`config.mk`:
```
export PLATFORM = sky130hd
export DESIGN_NAME = pipeline_execute_flat
export DESIGN_NICKNAME = d
export VERILOG_FILES = /design/src/rtl/pipeline_execute_if.sv /design/src/rtl/pipeline_execute.sv /design/src/flat_wrapper.sv
export SDC_FILE = /design/constraint.sdc
export NUM_CORES = 1
export LEC_CHECK = 0
export ABC_AREA = 0
export CAP_MARGIN = 20
export CORE_AREA = 4 4 135 137
export CTS_CLUSTER_SIZE = 12
export DETAILED_ROUTE_END_ITERATION = 8
export DIE_AREA = 0 0 139 141
export HOLD_SLACK_MARGIN = 0.15
export PLACE_DENSITY_LB_ADDON = 0.05
export SLEW_MARGIN = 20
export SYNTH_ARGS = -nofsm -noshare
export SYNTH_HDL_FRONTEND = slang
export SYNTH_SLANG_ARGS = --single-unit
```
`constraint.sdc`:
```
create_clock -name CLK -period 2.78 [get_ports CLK]
set_input_delay 0.556 -clock CLK [delete_from_list [all_inputs] [get_ports CLK]]
set_output_delay 0.556 -clock CLK [all_outputs]
set_load 0.01 [all_outputs]
```
`src/rtl/pipeline_execute_if.sv`:
```
// pipeline_execute_if: ID/EX-to-EX/MEM bus bundle; slave is the register, master drives it
interface pipeline_execute_if #(
  parameter int WORD_W = 32,
  parameter int REG_AW = 5
);
  logic              hit_check, hit_check2, stall, flush;
  logic [WORD_W-1:0] ex_instr_in, ex_npc_in, ex_alu_result_in, ex_rdat2_in;
  logic              ex_zero_in, ex_overflow_in;
  logic [REG_AW-1:0] ex_wsel_in;
  logic              ex_regwen_in, ex_mem2reg_in, ex_memwrite_in, ex_pc2reg_in, ex_careof_in, ex_halt_in;
  logic [WORD_W-1:0] mem_instr_out, mem_npc_out, mem_alu_result_out, mem_rdat2_out;
  logic              mem_zero_out, mem_regwen_out, mem_mem2reg_out, mem_memwrite_out, mem_pc2reg_out, mem_halt_out;
  logic [REG_AW-1:0] mem_wsel_out;
  logic              ov_trap_out, halted_out;
  logic [31:0]       bubble_cnt_out, instr_cnt_out;
  modport slave (
    input  hit_check, hit_check2, stall, flush,
           ex_instr_in, ex_npc_in, ex_alu_result_in, ex_rdat2_in, ex_zero_in, ex_overflow_in, ex_wsel_in,
           ex_regwen_in, ex_mem2reg_in, ex_memwrite_in, ex_pc2reg_in, ex_careof_in, ex_halt_in,
    output mem_instr_out, mem_npc_out, mem_alu_result_out, mem_rdat2_out, mem_zero_out, mem_regwen_out,
           mem_mem2reg_out, mem_memwrite_out, mem_pc2reg_out, mem_halt_out, mem_wsel_out,
           ov_trap_out, halted_out, bubble_cnt_out, instr_cnt_out
  );
  modport master (
    output hit_check, hit_check2, stall, flush,
           ex_instr_in, ex_npc_in, ex_alu_result_in, ex_rdat2_in, ex_zero_in, ex_overflow_in, ex_wsel_in,
           ex_regwen_in, ex_mem2reg_in, ex_memwrite_in, ex_pc2reg_in, ex_careof_in, ex_halt_in,
    input  mem_instr_out, mem_npc_out, mem_alu_result_out, mem_rdat2_out, mem_zero_out, mem_regwen_out,
           mem_mem2reg_out, mem_memwrite_out, mem_pc2reg_out, mem_halt_out, mem_wsel_out,
           ov_trap_out, halted_out, bubble_cnt_out, instr_cnt_out
  );
endinterface

```
`src/rtl/pipeline_execute.sv`:
```
// pipeline_execute: EX/MEM register with overflow squash, bubbles and halt freeze; EXMEM_PERF_EN adds bubble/instr counters
module pipeline_execute (
  input logic CLK,
  input logic nRST,
  pipeline_execute_if.slave exif
);
  typedef enum logic {RUN, HALTED} state_t;
  state_t state, next_state;
  logic update, bubble, load, squash;
  assign update = exif.hit_check & ~exif.hit_check2;
  assign bubble = exif.stall | exif.flush;
  assign load = (state == RUN) & update;
  assign squash = exif.ex_careof_in & exif.ex_overflow_in;
  assign exif.halted_out = (state == HALTED);
  // state register
  always_ff @(posedge CLK or negedge nRST)
    if (!nRST) state <= RUN;
    else state <= next_state;
  // halt freezes once a real halt instruction is latched
  always_comb begin
    next_state = state;
    if (load && !bubble && exif.ex_halt_in) next_state = HALTED;
  end
  // pipeline register: bubble zeroes everything except the sticky trap
  always_ff @(posedge CLK or negedge nRST)
    if (!nRST) begin
      exif.mem_instr_out      <= '0;
      exif.mem_npc_out        <= '0;
      exif.mem_alu_result_out <= '0;
      exif.mem_rdat2_out      <= '0;
      exif.mem_wsel_out       <= '0;
      exif.mem_zero_out       <= 1'b0;
      exif.mem_regwen_out     <= 1'b0;
      exif.mem_mem2reg_out    <= 1'b0;
      exif.mem_memwrite_out   <= 1'b0;
      exif.mem_pc2reg_out     <= 1'b0;
      exif.mem_halt_out       <= 1'b0;
      exif.ov_trap_out        <= 1'b0;
    end else if (load) begin
      exif.mem_instr_out      <= bubble ? '0 : exif.ex_instr_in;
      exif.mem_npc_out        <= bubble ? '0 : exif.ex_npc_in;
      exif.mem_alu_result_out <= bubble ? '0 : exif.ex_alu_result_in;
      exif.mem_rdat2_out      <= bubble ? '0 : exif.ex_rdat2_in;
      exif.mem_wsel_out       <= bubble ? '0 : exif.ex_wsel_in;
      exif.mem_zero_out       <= ~bubble & exif.ex_zero_in;
      exif.mem_regwen_out     <= ~bubble & ~squash & exif.ex_regwen_in;
      exif.mem_mem2reg_out    <= ~bubble & exif.ex_mem2reg_in;
      exif.mem_memwrite_out   <= ~bubble & ~squash & exif.ex_memwrite_in;
      exif.mem_pc2reg_out     <= ~bubble & exif.ex_pc2reg_in;
      exif.mem_halt_out       <= ~bubble & exif.ex_halt_in;
      exif.ov_trap_out        <= exif.ov_trap_out | (~bubble & squash);
    end
`ifdef EXMEM_PERF_EN
  logic [31:0] bubble_cnt, instr_cnt;
  // saturating counters, frozen outside RUN-with-update
  always_ff @(posedge CLK or negedge nRST)
    if (!nRST) begin
      bubble_cnt <= '0;
      instr_cnt  <= '0;
    end else if (load) begin
      if (bubble && !(&bubble_cnt)) bubble_cnt <= bubble_cnt + 32'd1;
      if (!bubble && !(&instr_cnt)) instr_cnt <= instr_cnt + 32'd1;
    end
  assign exif.bubble_cnt_out = bubble_cnt;
  assign exif.instr_cnt_out = instr_cnt;
`else
  assign exif.bubble_cnt_out = '0;
  assign exif.instr_cnt_out = '0;
`endif
endmodule

```
`src/flat_wrapper.sv`:
```
// flat-port wrapper written by rule: the top's interface ports become plain ports
module pipeline_execute_flat 
  (CLK, nRST, exif_hit_check, exif_hit_check2, exif_stall, exif_flush, exif_ex_instr_in, exif_ex_npc_in, exif_ex_alu_result_in, exif_ex_rdat2_in, exif_ex_zero_in, exif_ex_overflow_in, exif_ex_wsel_in, exif_ex_regwen_in, exif_ex_mem2reg_in, exif_ex_memwrite_in, exif_ex_pc2reg_in, exif_ex_careof_in, exif_ex_halt_in, exif_mem_instr_out, exif_mem_npc_out, exif_mem_alu_result_out, exif_mem_rdat2_out, exif_mem_zero_out, exif_mem_regwen_out, exif_mem_mem2reg_out, exif_mem_memwrite_out, exif_mem_pc2reg_out, exif_mem_halt_out, exif_mem_wsel_out, exif_ov_trap_out, exif_halted_out, exif_bubble_cnt_out, exif_instr_cnt_out);
  pipeline_execute_if exif_i ();
  input logic CLK;
  input logic nRST;
  input wire logic [$bits(exif_i.hit_check)-1:0] exif_hit_check;
  input wire logic [$bits(exif_i.hit_check2)-1:0] exif_hit_check2;
  input wire logic [$bits(exif_i.stall)-1:0] exif_stall;
  input wire logic [$bits(exif_i.flush)-1:0] exif_flush;
  input wire logic [$bits(exif_i.ex_instr_in)-1:0] exif_ex_instr_in;
  input wire logic [$bits(exif_i.ex_npc_in)-1:0] exif_ex_npc_in;
  input wire logic [$bits(exif_i.ex_alu_result_in)-1:0] exif_ex_alu_result_in;
  input wire logic [$bits(exif_i.ex_rdat2_in)-1:0] exif_ex_rdat2_in;
  input wire logic [$bits(exif_i.ex_zero_in)-1:0] exif_ex_zero_in;
  input wire logic [$bits(exif_i.ex_overflow_in)-1:0] exif_ex_overflow_in;
  input wire logic [$bits(exif_i.ex_wsel_in)-1:0] exif_ex_wsel_in;
  input wire logic [$bits(exif_i.ex_regwen_in)-1:0] exif_ex_regwen_in;
  input wire logic [$bits(exif_i.ex_mem2reg_in)-1:0] exif_ex_mem2reg_in;
  input wire logic [$bits(exif_i.ex_memwrite_in)-1:0] exif_ex_memwrite_in;
  input wire logic [$bits(exif_i.ex_pc2reg_in)-1:0] exif_ex_pc2reg_in;
  input wire logic [$bits(exif_i.ex_careof_in)-1:0] exif_ex_careof_in;
  input wire logic [$bits(exif_i.ex_halt_in)-1:0] exif_ex_halt_in;
  output wire logic [$bits(exif_i.mem_instr_out)-1:0] exif_mem_instr_out;
  output wire logic [$bits(exif_i.mem_npc_out)-1:0] exif_mem_npc_out;
  output wire logic [$bits(exif_i.mem_alu_result_out)-1:0] exif_mem_alu_result_out;
  output wire logic [$bits(exif_i.mem_rdat2_out)-1:0] exif_mem_rdat2_out;
  output wire logic [$bits(exif_i.mem_zero_out)-1:0] exif_mem_zero_out;
  output wire logic [$bits(exif_i.mem_regwen_out)-1:0] exif_mem_regwen_out;
  output wire logic [$bits(exif_i.mem_mem2reg_out)-1:0] exif_mem_mem2reg_out;
  output wire logic [$bits(exif_i.mem_memwrite_out)-1:0] exif_mem_memwrite_out;
  output wire logic [$bits(exif_i.mem_pc2reg_out)-1:0] exif_mem_pc2reg_out;
  output wire logic [$bits(exif_i.mem_halt_out)-1:0] exif_mem_halt_out;
  output wire logic [$bits(exif_i.mem_wsel_out)-1:0] exif_mem_wsel_out;
  output wire logic [$bits(exif_i.ov_trap_out)-1:0] exif_ov_trap_out;
  output wire logic [$bits(exif_i.halted_out)-1:0] exif_halted_out;
  output wire logic [$bits(exif_i.bubble_cnt_out)-1:0] exif_bubble_cnt_out;
  output wire logic [$bits(exif_i.instr_cnt_out)-1:0] exif_instr_cnt_out;
  assign exif_i.hit_check = exif_hit_check;
  assign exif_i.hit_check2 = exif_hit_check2;
  assign exif_i.stall = exif_stall;
  assign exif_i.flush = exif_flush;
  assign exif_i.ex_instr_in = exif_ex_instr_in;
  assign exif_i.ex_npc_in = exif_ex_npc_in;
  assign exif_i.ex_alu_result_in = exif_ex_alu_result_in;
  assign exif_i.ex_rdat2_in = exif_ex_rdat2_in;
  assign exif_i.ex_zero_in = exif_ex_zero_in;
  assign exif_i.ex_overflow_in = exif_ex_overflow_in;
  assign exif_i.ex_wsel_in = exif_ex_wsel_in;
  assign exif_i.ex_regwen_in = exif_ex_regwen_in;
  assign exif_i.ex_mem2reg_in = exif_ex_mem2reg_in;
  assign exif_i.ex_memwrite_in = exif_ex_memwrite_in;
  assign exif_i.ex_pc2reg_in = exif_ex_pc2reg_in;
  assign exif_i.ex_careof_in = exif_ex_careof_in;
  assign exif_i.ex_halt_in = exif_ex_halt_in;
  assign exif_mem_instr_out = exif_i.mem_instr_out;
  assign exif_mem_npc_out = exif_i.mem_npc_out;
  assign exif_mem_alu_result_out = exif_i.mem_alu_result_out;
  assign exif_mem_rdat2_out = exif_i.mem_rdat2_out;
  assign exif_mem_zero_out = exif_i.mem_zero_out;
  assign exif_mem_regwen_out = exif_i.mem_regwen_out;
  assign exif_mem_mem2reg_out = exif_i.mem_mem2reg_out;
  assign exif_mem_memwrite_out = exif_i.mem_memwrite_out;
  assign exif_mem_pc2reg_out = exif_i.mem_pc2reg_out;
  assign exif_mem_halt_out = exif_i.mem_halt_out;
  assign exif_mem_wsel_out = exif_i.mem_wsel_out;
  assign exif_ov_trap_out = exif_i.ov_trap_out;
  assign exif_halted_out = exif_i.halted_out;
  assign exif_bubble_cnt_out = exif_i.bubble_cnt_out;
  assign exif_instr_cnt_out = exif_i.instr_cnt_out;
  pipeline_execute u_core (.CLK(CLK), .nRST(nRST), .exif(exif_i));
endmodule
```
==> results.sh <==
export IMPL_run_status="completed"
export IMPL_post_synth_most_frequent_cells="dfrtp_1, nor3b_1, buf_4, mux2_1, mux2_2"
export IMPL_numPortBuffers=287
export IMPL_worst_ep_required_time_ps=2220
export IMPL_worstPathMaxFanout=5
export IMPL_cts_sink_count=141
export IMPL_sw_frac_of_total_pct=26.6
export IMPL_setup_worst_path_end_class="output port"
export IMPL_hold_path_startpoint="u_core.exif.ov_trap_out$_DFFE_PN0P_"
export IMPL_synthesis_yosys_warnings=0
export IMPL_design_area_sq_um=10300
export IMPL_worst_flop_to_flop_path_startpoint="u_core.exif.halted_out$_DFFE_PN0P_"
export IMPL_worst_r2r_endpoint="u_core.exif.mem_alu_result_out[13]$_DFFE_PN0P_"
export IMPL_total_leakage_power_uw=0.00448
export IMPL_timing_max_transition_violations_final=0
export IMPL_syn_mean_instance_area_sq_um=12.9
export IMPL_hold_slack_ps=470
export IMPL_register_to_register_setup_slack_ps=1080
export IMPL_yosysTopAreaCellShare_pct=51.1
export IMPL_cp_start_kind="flip-flop"
export IMPL_worstPathCellList="clkdlybuf4s50_1"
export IMPL_final_hold_viol_count=0
export IMPL_p_int_uw=5140
export IMPL_clock_fmax_mhz=502
export IMPL_numCtsBuffers=17
export IMPL_path_delay_family="buffers and inverters"
export IMPL_start_util_pct=40.5
export IMPL_synth_largest_area_cell="dfrtp_1"
export IMPL_slowest_delay_ps=580
export IMPL_grt_antenna_before_repair=0
export IMPL_tritoncts="built"
export IMPL_placement_cell_area_sq_um=9720
export IMPL_post_drt_via_cell_ratio=4.82
export IMPL_areaGrowthSynthToFinish_pct=49.1
export IMPL_clock_tree_buf_depth=2
export IMPL_gp_congestion=0.777
export IMPL_fin_crit_sh_pct=71.6
export IMPL_timing_setup_critical_path_class="flip-flop to output port"
export IMPL_holdCritPathClass="flip-flop to flip-flop"
export IMPL_switching_power_uw=1860
export IMPL_dr_pass1_iters=4
export IMPL_cap_viol_max_count=0
export IMPL_post_synth_edffs=0
export IMPL_netlist_cell_type_count=16
export IMPL_largest_net_degree_at_the_start_of_global_routing=75
export IMPL_dominantRegCellSynth="dfrtp_1"
export IMPL_die_area_sq_um=19600
export IMPL_synth_area_top_cells="dfrtp_1, nor3b_1, mux2_1"
export IMPL_final_core_util_pct=60.4
export IMPL_final_layout_size_suffix_gt1_share_pct=12.7
export IMPL_number_of_global_route_vias_before_repair=5377
export IMPL_cts_root_buf="clkbuf_16"
export IMPL_core_rowCount=48
export IMPL_cts_clk_slew_worst_paths_ps=50
export IMPL_power_clock_fraction_pct=30.9
export IMPL_layout_nets=953
export IMPL_power_ir_vdd_worst_uv=390
export IMPL_post_synth_inst_count=536
export IMPL_power_frac_seq_pct=38.8
export IMPL_pwr_share_comb_pct=30.3
export IMPL_ys_ff_latch=141
export IMPL_die_height_microns=141
export IMPL_cell_area_after_synthesis_sq_um=6910
export IMPL_clock_tree_htree_level_count=4
export IMPL_route_vias_total=5030
export IMPL_cp_arrival_ps=1430
export IMPL_timing_setup_tns_ps=0
export IMPL_critPathSlowestCell="clkdlybuf4s50_1"
export IMPL_setup_slack_ps=789
export IMPL_drt_drc_violations_left=0
export IMPL_drt_iter0_drc=206
export IMPL_detailedPlace_worstSlack_ps=483
export IMPL_io_pin_count=352
export IMPL_hold_path_cell_count=1
export IMPL_final_antenna_net_count=0
export IMPL_finalClockSkew_ps=5.74
export IMPL_x_dimension_of_the_die_microns=139
export IMPL_core_area_sq_um=17100
export IMPL_insertion_delay_ps=410
export IMPL_groute_usage_overall_pct=19.1
export IMPL_period_needed_ps=1990
export IMPL_min_to="u_core.exif.ov_trap_out$_DFFE_PN0P_"
export IMPL_ys_async_sr_fraction_pct=100
export IMPL_rsz_0062_raised_after_global_routing="false"
export IMPL_ff2ff_path_depth=3
export IMPL_hpwl_microns=13400
export IMPL_post_cts_repair_setup_buffers=0
export IMPL_grt_remaining_overflow=0
export IMPL_path_buf_inv=1
export IMPL_power_density_nw_per_um2=680
export IMPL_antenna_diode_count=0
export IMPL_detail_route_wl_per_cell_microns=18.1
export IMPL_synth_yosys_seq_area_share_pct=51.1
export IMPL_total_wirelength_microns=18900
export IMPL_final_setup_viol_count=0
export IMPL_grt_pass1_wl_microns=29800
export IMPL_yosysMostFrequentCell="dfrtp_1"
==> layer usage <==
layer  routed length, microns  share of wire (%)  vias up  global-route usage (%)
met1                     7200                 38     2484                    21.6
li1                         -                  -     2297                       -
met3                     1840                9.8       29                    8.14
met5                        0                  0        -                       0
met4                      549                2.9        0                    7.83
met2                     9280                 49      220                    31.9
==> registers in the layout, summed over array words and instances, names as in the netlist <==
name / flops
u_core.exif.mem_memwrite_out: 1
u_core.exif.mem_instr_out: 32
u_core.exif.ov_trap_out: 1
u_core.exif.mem_rdat2_out: 32
u_core.exif.mem_halt_out: 1
u_core.exif.mem_regwen_out: 1
u_core.exif.mem_npc_out: 32
u_core.exif.mem_mem2reg_out: 1
u_core.exif.mem_alu_result_out: 32
u_core.exif.mem_zero_out: 1
u_core.exif.mem_pc2reg_out: 1
u_core.exif.mem_wsel_out: 5
u_core.exif.halted_out: 1
==> cells in the final DEF, fill, tap and decap left out <==
master	synthesis	routed
buf_4	74	5
mux2_1	72	72
conb_1	1	64
clkdlybuf4s50_1	0	284
clkbuf_8	0	2
clkbuf_16	0	17
a211o_1	1	1
a21o_1	1	1
or4bb_1	2	2
buf_6	0	1
buf_12	0	6
a41o_1	1	1
dlygate4sd3_1	0	1
mux2_2	65	65
o22ai_1	2	2
inv_1	2	2
nor3b_1	137	137
clkinv_2	0	4
nor2_1	1	1
clkbuf_1	9	6
clkinvlp_4	0	1
dfrtp_1	141	141
bufinv_16	0	2
nor3b_4	0	1
==> metrics by stage <==
step / std cells / total power (uW)
5_1_grt: 1044 / 7380
2_1_floorplan: 599 / 3620
4_1_cts: 1044 / 7100
3_3_place_gp: 1011 / 4850
3_5_place_dp: 1011 / 4890
6_report: 1044 / 7000
==> power by group through the flow <==
stage                     sequential [uW]  combinational, uW  clock, uW
after floorplan                      2940                678          0
after global placement               2730               2120          0
after detailed placement             2750               2140          0
after CTS                            2720               2150       2230
after global routing                 2780               2260       2340
final                                2720               2120       2170
==> cells by family (layout without fill, tap and decap cells) <==
group           count (synthesis)  in the layout  synth area share (%)
mux                           137            137                  22.3
buf+inv                       111            331                  10.5
other cells                     1             64                0.0543
simple gates                  141            141                  15.5
flops                         141            141                  51.1
compound gates                  5              5                 0.562
==> cell type report <==
cell class              count  area [sq um]
fillers                  1442          6760
flip-flops and latches    141          3530
repair buffers            297          3020
multi-input cells         347          2900
clock buffers              25           475
well taps                 225           282
clock inverters             7          87.6
inverters                   2          7.51
==> how the worst max path moves through the flow <==
stage                                            start                                             end  slack, ps  cells after the start
floorplan                              exif_hit_check2  u_core.exif.mem_alu_result_out[12]$_DFFE_PN0P_       1150                      4
global placement                       exif_hit_check2  u_core.exif.mem_alu_result_out[12]$_DFFE_PN0P_        510                      4
detailed placement                      exif_hit_check  u_core.exif.mem_alu_result_out[13]$_DFFE_PN0P_        480                      4
CTS                 u_core.exif.halted_out$_DFFE_PN0P_                                 exif_halted_out        760                      1
global route        u_core.exif.halted_out$_DFFE_PN0P_                                 exif_halted_out        730                      1
finish              u_core.exif.halted_out$_DFFE_PN0P_                                 exif_halted_out        790                      1
==> what timing repair did <==
action,in CTS,in global routing
gates resized for setup,0,0
hold buffers,1,0
endpoints found under the hold margin,38,0
Note: power is estimated with default switching activity, not from simulation.
